File: config.mk
export PLATFORM = sky130hd
export DESIGN_NAME = lane_packer_flat
export DESIGN_NICKNAME = d
export VERILOG_FILES = /design/src/rtl/lane_packer_if.sv /design/src/rtl/lane_packer.sv /design/src/flat_wrapper.sv
export SDC_FILE = /design/constraint.sdc
export NUM_CORES = 1
export LEC_CHECK = 0
export BUFFER_PORTS_ARGS = -buffer_cell sky130_fd_sc_hd__buf_4
export CORE_ASPECT_RATIO = 1.4
export CORE_UTILIZATION = 50
export DETAILED_ROUTE_END_ITERATION = 16
export GPL_TIMING_DRIVEN = 0
export MAX_ROUTING_LAYER = met4
export PLACE_DENSITY = 0.76
export SYNTH_ARGS = -nofsm -noshare
export SYNTH_HDL_FRONTEND = slang
export SYNTH_SLANG_ARGS = --single-unit
File: constraint.sdc
create_clock -name i_clk -period 3.25 [get_ports i_clk]
set_clock_uncertainty 0.1 [all_clocks]
set_input_delay 0.4875 -clock i_clk [delete_from_list [all_inputs] [get_ports i_clk]]
set_output_delay 0.4875 -clock i_clk [all_outputs]
set_load 0.01 [all_outputs]
File: src/rtl/lane_packer_if.sv
// Handshake bundle for lane_packer: element stream in, packed lane word out.
// The packer is the slave side; whatever drives elements and takes words is the master.
interface lane_packer_if #(
    parameter int ELEM_WIDTH = 20,
    parameter int ELEM_NUM   = 10
);
    localparam int CW = $clog2(ELEM_NUM + 1);

    logic                                 i_valid;
    logic                                 o_ready;
    logic [ELEM_WIDTH-1:0]                i_data;
    logic                                 i_last;
    logic                                 o_valid;
    logic                                 i_ready;
    logic [ELEM_NUM-1:0][ELEM_WIDTH-1:0]  o_data;
    logic [CW-1:0]                        o_count;

    modport master (
        output i_valid, i_data, i_last, i_ready,
        input  o_ready, o_valid, o_data, o_count
    );

    modport slave (
        input  i_valid, i_data, i_last, i_ready,
        output o_ready, o_valid, o_data, o_count
    );
endinterface

File: src/rtl/lane_packer.sv
// lane_packer: gathers ELEM_NUM serial elements into one packed [lane][bit] word.
// FILL accepts one element per cycle; FULL presents the word until downstream takes it.
// i_last closes a partial word early; lanes never written in that word stay zero.
module lane_packer #(
    parameter int ELEM_WIDTH = 20,
    parameter int ELEM_NUM   = 10,
    parameter int MSB_FIRST  = 1
) (
    input  logic          i_clk,
    input  logic          i_rst_n,
    lane_packer_if.slave  bus
);
    localparam int CW = $clog2(ELEM_NUM + 1);
    localparam int KW = $clog2(ELEM_NUM);

    typedef enum logic {
        FILL = 1'b0,
        FULL = 1'b1
    } state_t;

    state_t                               state_q, state_d;
    logic [KW-1:0]                        k_q, k_d;
    logic [ELEM_NUM-1:0][ELEM_WIDTH-1:0]  buf_q, buf_d;
    logic [CW-1:0]                        count_q, count_d;
    logic [KW-1:0]                        lane;

    // Map the running element index onto the lane it fills.
    always_comb begin
        lane = k_q;
        if (MSB_FIRST != 0) begin
            lane = KW'(ELEM_NUM - 1) - k_q;
        end
    end

    // Next-state logic: write lanes while filling, freeze in FULL, clear on handoff.
    always_comb begin
        state_d = state_q;
        k_d     = k_q;
        buf_d   = buf_q;
        count_d = count_q;
        case (state_q)
            FILL: begin
                if (bus.i_valid) begin
                    buf_d[lane] = bus.i_data;
                    if ((k_q == KW'(ELEM_NUM - 1)) || bus.i_last) begin
                        state_d = FULL;
                        count_d = CW'(k_q) + CW'(1);
                        k_d     = '0;
                    end else begin
                        k_d = k_q + KW'(1);
                    end
                end
            end
            FULL: begin
                if (bus.i_ready) begin
                    state_d = FILL;
                    buf_d   = '0;
                    count_d = '0;
                end
            end
            default: begin
                state_d = FILL;
            end
        endcase
    end

    // State, index, word buffer and count registers.
    always_ff @(posedge i_clk or negedge i_rst_n) begin
        if (!i_rst_n) begin
            state_q <= FILL;
            k_q     <= '0;
            buf_q   <= '0;
            count_q <= '0;
        end else begin
            state_q <= state_d;
            k_q     <= k_d;
            buf_q   <= buf_d;
            count_q <= count_d;
        end
    end

    assign bus.o_ready = (state_q == FILL);
    assign bus.o_valid = (state_q == FULL);
    assign bus.o_data  = buf_q;
    assign bus.o_count = count_q;
endmodule

File: src/flat_wrapper.sv
// flat-port wrapper written by rule: the top's interface ports become plain ports
module lane_packer_flat 
#(
    parameter int ELEM_WIDTH = 20,
    parameter int ELEM_NUM   = 10,
    parameter int MSB_FIRST  = 1
)
  (i_clk, i_rst_n, bus_i_valid, bus_i_data, bus_i_last, bus_i_ready, bus_o_ready, bus_o_valid, bus_o_data, bus_o_count);
  lane_packer_if #(.ELEM_WIDTH(ELEM_WIDTH), .ELEM_NUM(ELEM_NUM)) bus_i ();
  input  logic i_clk;
  input  logic i_rst_n;
  input wire logic [$bits(bus_i.i_valid)-1:0] bus_i_valid;
  input wire logic [$bits(bus_i.i_data)-1:0] bus_i_data;
  input wire logic [$bits(bus_i.i_last)-1:0] bus_i_last;
  input wire logic [$bits(bus_i.i_ready)-1:0] bus_i_ready;
  output wire logic [$bits(bus_i.o_ready)-1:0] bus_o_ready;
  output wire logic [$bits(bus_i.o_valid)-1:0] bus_o_valid;
  output wire logic [$bits(bus_i.o_data)-1:0] bus_o_data;
  output wire logic [$bits(bus_i.o_count)-1:0] bus_o_count;
  assign bus_i.i_valid = bus_i_valid;
  assign bus_i.i_data = bus_i_data;
  assign bus_i.i_last = bus_i_last;
  assign bus_i.i_ready = bus_i_ready;
  assign bus_o_ready = bus_i.o_ready;
  assign bus_o_valid = bus_i.o_valid;
  assign bus_o_data = bus_i.o_data;
  assign bus_o_count = bus_i.o_count;
  lane_packer #(.ELEM_WIDTH(ELEM_WIDTH), .ELEM_NUM(ELEM_NUM), .MSB_FIRST(MSB_FIRST)) u_core (.i_clk(i_clk), .i_rst_n(i_rst_n), .bus(bus_i));
endmodule
# After elaboration in Yosys (flattened, before gate mapping)
# Index checks and enable logic that the tools add are counted.
[op_classes]
bitwise = 1
reduce_logical = 5
addsub = 2
n_eq_ne = 4
mux = 15
magnitude_cmp = 2
[op_table]
columns = ["cell", "n"]
rows = [
  ["2-to-1 mux 200 bit", 2],
  ["case mux 200 bit (2 select lines)", 1],
  ["bitwise mux 200 bit", 1],
  ["demux 20 bit (select 4 bit)", 1],
  ["2-to-1 mux 20 bit", 1],
  ["2-to-1 mux 4 bit", 4],
  ["case mux 4 bit (2 select lines)", 1],
  ["< comparator 4 x 5 -> 1 bit, second input constant", 1],
  ["adder 4 x 1 -> 4 bit, second input constant", 1],
  ["equality test 4 bit, second input constant", 1],
  ["greater-or-equal comparator 4 x 1 -> 1 bit, second input constant", 1],
  ["inequality test 2 bit, second input constant", 2],
  ["AND reduction 2 bit", 2],
  ["subtractor 4 bit, first input constant", 1],
  ["2-to-1 mux 1 bit", 3],
  ["AND reduction 3 bit", 1],
  ["inequality test 2 x 1 -> 1 bit, second input constant", 1],
  ["case mux 1 bit (2 select lines)", 1],
  ["logical AND 1 bit", 1],
  ["logical OR 1 bit", 1],
  ["NOT 1 bit", 1],
]
[word_totals]
out_inout_bits = 206
elab_cells = 42
regBits = 209
in_bits = 25

# Longest topological paths before layout
[depth]
ltp_word = 8
mapped_depth = 7

# Least setup slack after synthesis
# OpenSTA, ideal clock, no wires.
[synth_path]
path_kind = "reg2reg"
startpoint = "register u_core.k_q[1]"
endpoint = "register u_core.buf_q, in the netlist u_core.bus.o_data[40]"
setup_time_ns = 0.127
n_path_buf = 2
path_stages_with_launch = 8
t_arrival_ns = 1.668
path_slack_ns = 1.355
cell_sequence = "dfrtp_1 inv_1 ha_1 xor2_2 or3_1 buf_6 buf_12 mux2i_1"
[synth_between]
elab_chain_len = 8
elab_cells_between_ends = 9
[synth_lines]
columns = ["element", "line_no", "text"]
rows = [
  ["start, declared", "lane_packer.sv:22", "logic [KW-1:0] k_q, k_d;"],
  ["start signal, assigned", "lane_packer.sv:76", "k_q <= k_d;"],
  ["subtractor 4 bit *", "lane_packer.sv:31", "lane = KW'(ELEM_NUM - 1) - k_q;"],
  ["< comparator 4 x 5 -> 1 bit (implied by the code) / greater-or-equal comparator 4 x 1 -> 1 bit (equally long branches)", "lane_packer.sv:44", "buf_d[lane] = bus.i_data;"],
  ["logical AND 1 bit (implied by the code)", "lane_packer.sv:44", ""],
  ["2-to-1 mux 20 bit (implied by the code)", "lane_packer.sv:44", ""],
  ["demux 20 bit (select 4 bit) *", "--", ""],
  ["bitwise mux 200 bit *", "lane_packer.sv:44", ""],
  ["2-to-1 mux 200 bit *", "lane_packer.sv:43", "if (bus.i_valid) begin"],
  ["case mux 200 bit (2 select lines) *", "lane_packer.sv:41", "case (state_q)"],
  ["end signal, assigned", "lane_packer.sv:77", "buf_q <= buf_d;"],
  ["end, declared", "lane_packer.sv:23", "logic [ELEM_NUM-1:0][ELEM_WIDTH-1:0] buf_q, buf_d;"],
]
# Every way passes the cells marked *; elsewhere a longest branch is shown, timed or not. The select of a mux whose other input is x is not followed.
# A chain may end at the register's enable or synchronous reset.

# Worst setup path after layout
[layout_path]
startpoint = "register u_core.k_q[1]"
endpoint = "register u_core.buf_q, in the netlist u_core.bus.o_data[191]"
# The elaborated chain is that of the path after synthesis.

==> out/metrics.json <==
{
  "outcome": "completed",
  "worstReg2RegStart": "u_core.k_q[1]",
  "clkLatencyLatePin_ns": 0.49,
  "number_of_stages_on_the_worst_setup_path": 6,
  "criticalPathCategory": "reg -> reg",
  "min_delay_worst_endpoint": "u_core.bus.o_valid",
  "dr_total_vias": 6337,
  "synth_sequential_area_ratio": 0.6018,
  "cts_buffer_depth": 3,
  "dpl.hpwl_mm": 16.59,
  "critical_path_data_arrival_time_ns": 2.36,
  "finalSetupTns_ns": 0,
  "root_buffer": "clkbuf_16",
  "diodes": 0,
  "ff2ff_setup_slack_ns": 1.15,
  "path_clk_slew_ns": 0.06,
  "num_rows": 56,
  "floorplan.initialDensity": 0.5147,
  "wl_mm": 23.70,
  "synth_area_mm2": 0.008691,
  "min_path_cells": 2,
  "worst_path_dominant_cell_family": "simple AND/OR/NAND/NOR gates",
  "ys.warnings.count": 0,
  "globalRouteOverflowTotal": 0,
  "pwr-share-comb": 0.253,
  "setup_crit_end_kind": "register",
  "clock_power_share": 0.320,
  "timing.critical_path.slowest_stage_cell": "dfrtp_1",
  "detail-route-antenna-nets": 0,
  "timing.hold.worst.class": "in -> reg",
  "floorplan.core_area_mm2": 0.01689,
  "postSynthAreaPerCell_um2": 11.89,
  "placement.io_buffers": 229,
  "p_leak_nw": 6.501,
  "power.density_cell_area_mw_per_mm2": 693.0,
  "final_max_slew_viol_count": 0,
  "cp.required_ns": 3.51,
  "cts-buffers-inserted": 21,
  "post_synth_num_cell_types": 32,
  "worstSetupStartpointType": "register",
  "die_footprint_mm2": 0.01792,
  "num_io_pins": 231,
  "die_span_y_um": 158.0,
  "synth_top_cell_by_area": "dfrtp_1",
  "grt_use_total": 0.2777,
  "synth.area.top_cells": "dfrtp_1, mux2i_1, nand2_1",
  "crit_path_max_fo": 10,
  "ff2ff_path_depth": 6,
  "intPower_mw": 5.603,
  "routabilityCongestion": 0.8407,
  "grt_max_degree": 117,
  "via_count_of_the_first_global_routing_pass": 6447,
  "seq_power_share": 0.427,
  "placed_cell_area_mm2": 0.01074,
  "first_iter_violations": 483,
  "cp-startpoint": "u_core.k_q[1]",
  "cts_tree": "done",
  "drt-vias-per-instance": 5.156,
  "drt-pass1-iter-count": 4,
  "synth_top_cell_area_share": 0.6018,
  "worst-slew-pin-transition_ns": 0.7383,
  "critical_path_cell_by_cell": "inv_1, ha_1, nor4bb_1, nand2_1, buf_2, mux2i_1",
  "syn-instance-count": 731,
  "switching_share_of_total_power": 0.2941,
  "setup_viol": 0,
  "grt_setup_unrepaired": "no",
  "max-vdd-ir-drop_mv": 0.4392,
  "route.detailed.wl_per_inst_um": 19.29,
  "route.detailed.drc": 0,
  "hold_viol": 0,
  "cpPeakStageDelay_ns": 0.40,
  "max_slew_headroom_at_the_worst_pin": 0.5078,
  "crit_buf_inv": 2,
  "fin_crit_ns": 2.102,
  "critical_path.reg2reg.endpoint": "u_core.bus.o_data[191]",
  "htreeDepth": 1,
  "antenna_found_initial": 0,
  "max_clock_freq_ghz": 0.4757,
  "flow.area_growth_from_synthesis_pct": 31.79,
  "postSynthRegisterBits": 209,
  "synthesis.nets": 762,
  "layout_worst_path_cycle_share": 0.6468,
  "cap_violations": 0,
  "nets": 1016,
  "layout.cell_area.non_filler_mm2": 0.01145,
  "total_switching_power_mw": 2.334,
  "cts.sink_count": 209,
  "first_pass_grt_wire_length_mm": 36.46,
  "hp-start": "bus_i_ready",
  "layout_commonest_cell": "buf_4",
  "most_frequent_cells_in_the_layout": "buf_4, nand2_1, dfrtp_1, mux2i_1",
  "drive_gt1_frac": 0.2879,
  "final_core_utilization": 0.6783,
  "finalHoldWorstSlack_ns": 0.09422,
  "dieWidth_um": 113.4
}
[cells by family (layout without fill, tap and decap cells)]
group	Yosys count	in the layout	share of synthesized area
muxes	202	202	0.2327
and+or+nand+nor	230	230	0.1050
xor gates and xnor gates	4	4	0.004896
DFF	209	209	0.6018
AOI/OAI and AO/OA	10	10	0.008351
buffers and inverters	70	336	0.03873
adders and majority gates	6	6	0.008638
[routing by layer]
layer / track usage / up-vias / part of all wire
li1: - / 2926 / -
met1: 0.3394 / 3185 / 0.41
met2: 0.4838 / 186 / 0.52
met3: 0.03292 / 40 / 0.042
met4: 0.08647 / 0 / 0.027
met5: - / - / 0
[metrics by stage]
step | instances | setup slack (ns) | power, mW
after floorplan | 731 | 1.355 | 4.318
after global placement | 1192 | 0.05544 | 5.387
after detailed placement | 1193 | 1.161 | 5.450
after CTS | 1229 | 1.105 | 7.995
after global routing | 1229 | 0.9683 | 8.284
final | 1229 | 1.148 | 7.938
[worst max path at each step]
stage                              to  slack, ns
3_5_place_dp   u_core.bus.o_data[191]       1.16
6_report       u_core.bus.o_data[191]       1.15
4_1_cts        u_core.bus.o_data[141]       1.11
5_1_grt        u_core.bus.o_data[141]       0.97
3_3_place_gp   u_core.bus.o_data[124]       0.06
2_1_floorplan   u_core.bus.o_data[40]       1.36
[worst register-to-register path, cell delays in order (launching register included)]
cell and delay, ns:
dfrtp_1 0.40, inv_1 0.10, ha_1 0.39, nor4bb_1 0.36
nand2_1 0.18, buf_2 0.27, mux2i_1 0.17
[power groups by stage]
stage / Clock (mW) / Sequential, mW / Combinational, mW
finish: 2.54 / 3.39 / 2.01
global route: 2.66 / 3.44 / 2.18
CTS: 2.57 / 3.39 / 2.03
detailed placement: 0 / 3.43 / 2.02
global placement: 0 / 3.42 / 1.97
floorplan: 0 / 3.62 / 0.700
[cell usage after synthesis (all sizes together)]
cell	instances
nand4	4
nor2	4
nor4bb	1
nor3	3
and2	1
o31ai	1
or3	2
o21ai	3
nand2b	1
clkinv	20
a32o	1
nand3b	1
o41ai	1
clkbuf	15
buf	31
dfrtp	209
xor2	2
a21o	1
xnor2	2
nand4b	2
and3	1
o22ai	1
ha	6
mux2i	202
a31o	2
nand2	209
nor2b	1
inv	4
[state kept, by name, indices dropped and copies added (netlist names)]
| name | flops |
|---|---|
| u_core.bus.o_data | 200 |
| u_core.k_q | 4 |
| u_core.bus.o_count | 4 |
| u_core.bus.o_valid | 1 |
[timing repair]
item	4_1_cts	5_1_grt
endpoints found under the hold margin	93	0
buffers inserted	0	0
gates resized for setup	0	0
hold buffers	1	0
[cell type report]
cell class / count / area [um^2]
sequential: 209 / 5230
timing repair buffer: 231 / 1764
tap: 232 / 290.3
multi-input combinational: 452 / 3124
fill: 1304 / 5433
clock inverter: 6 / 132.6
clock buffer: 29 / 575.6
inverter: 24 / 90.09
buffer: 46 / 246.5
Power figures use the tool's default switching activity.
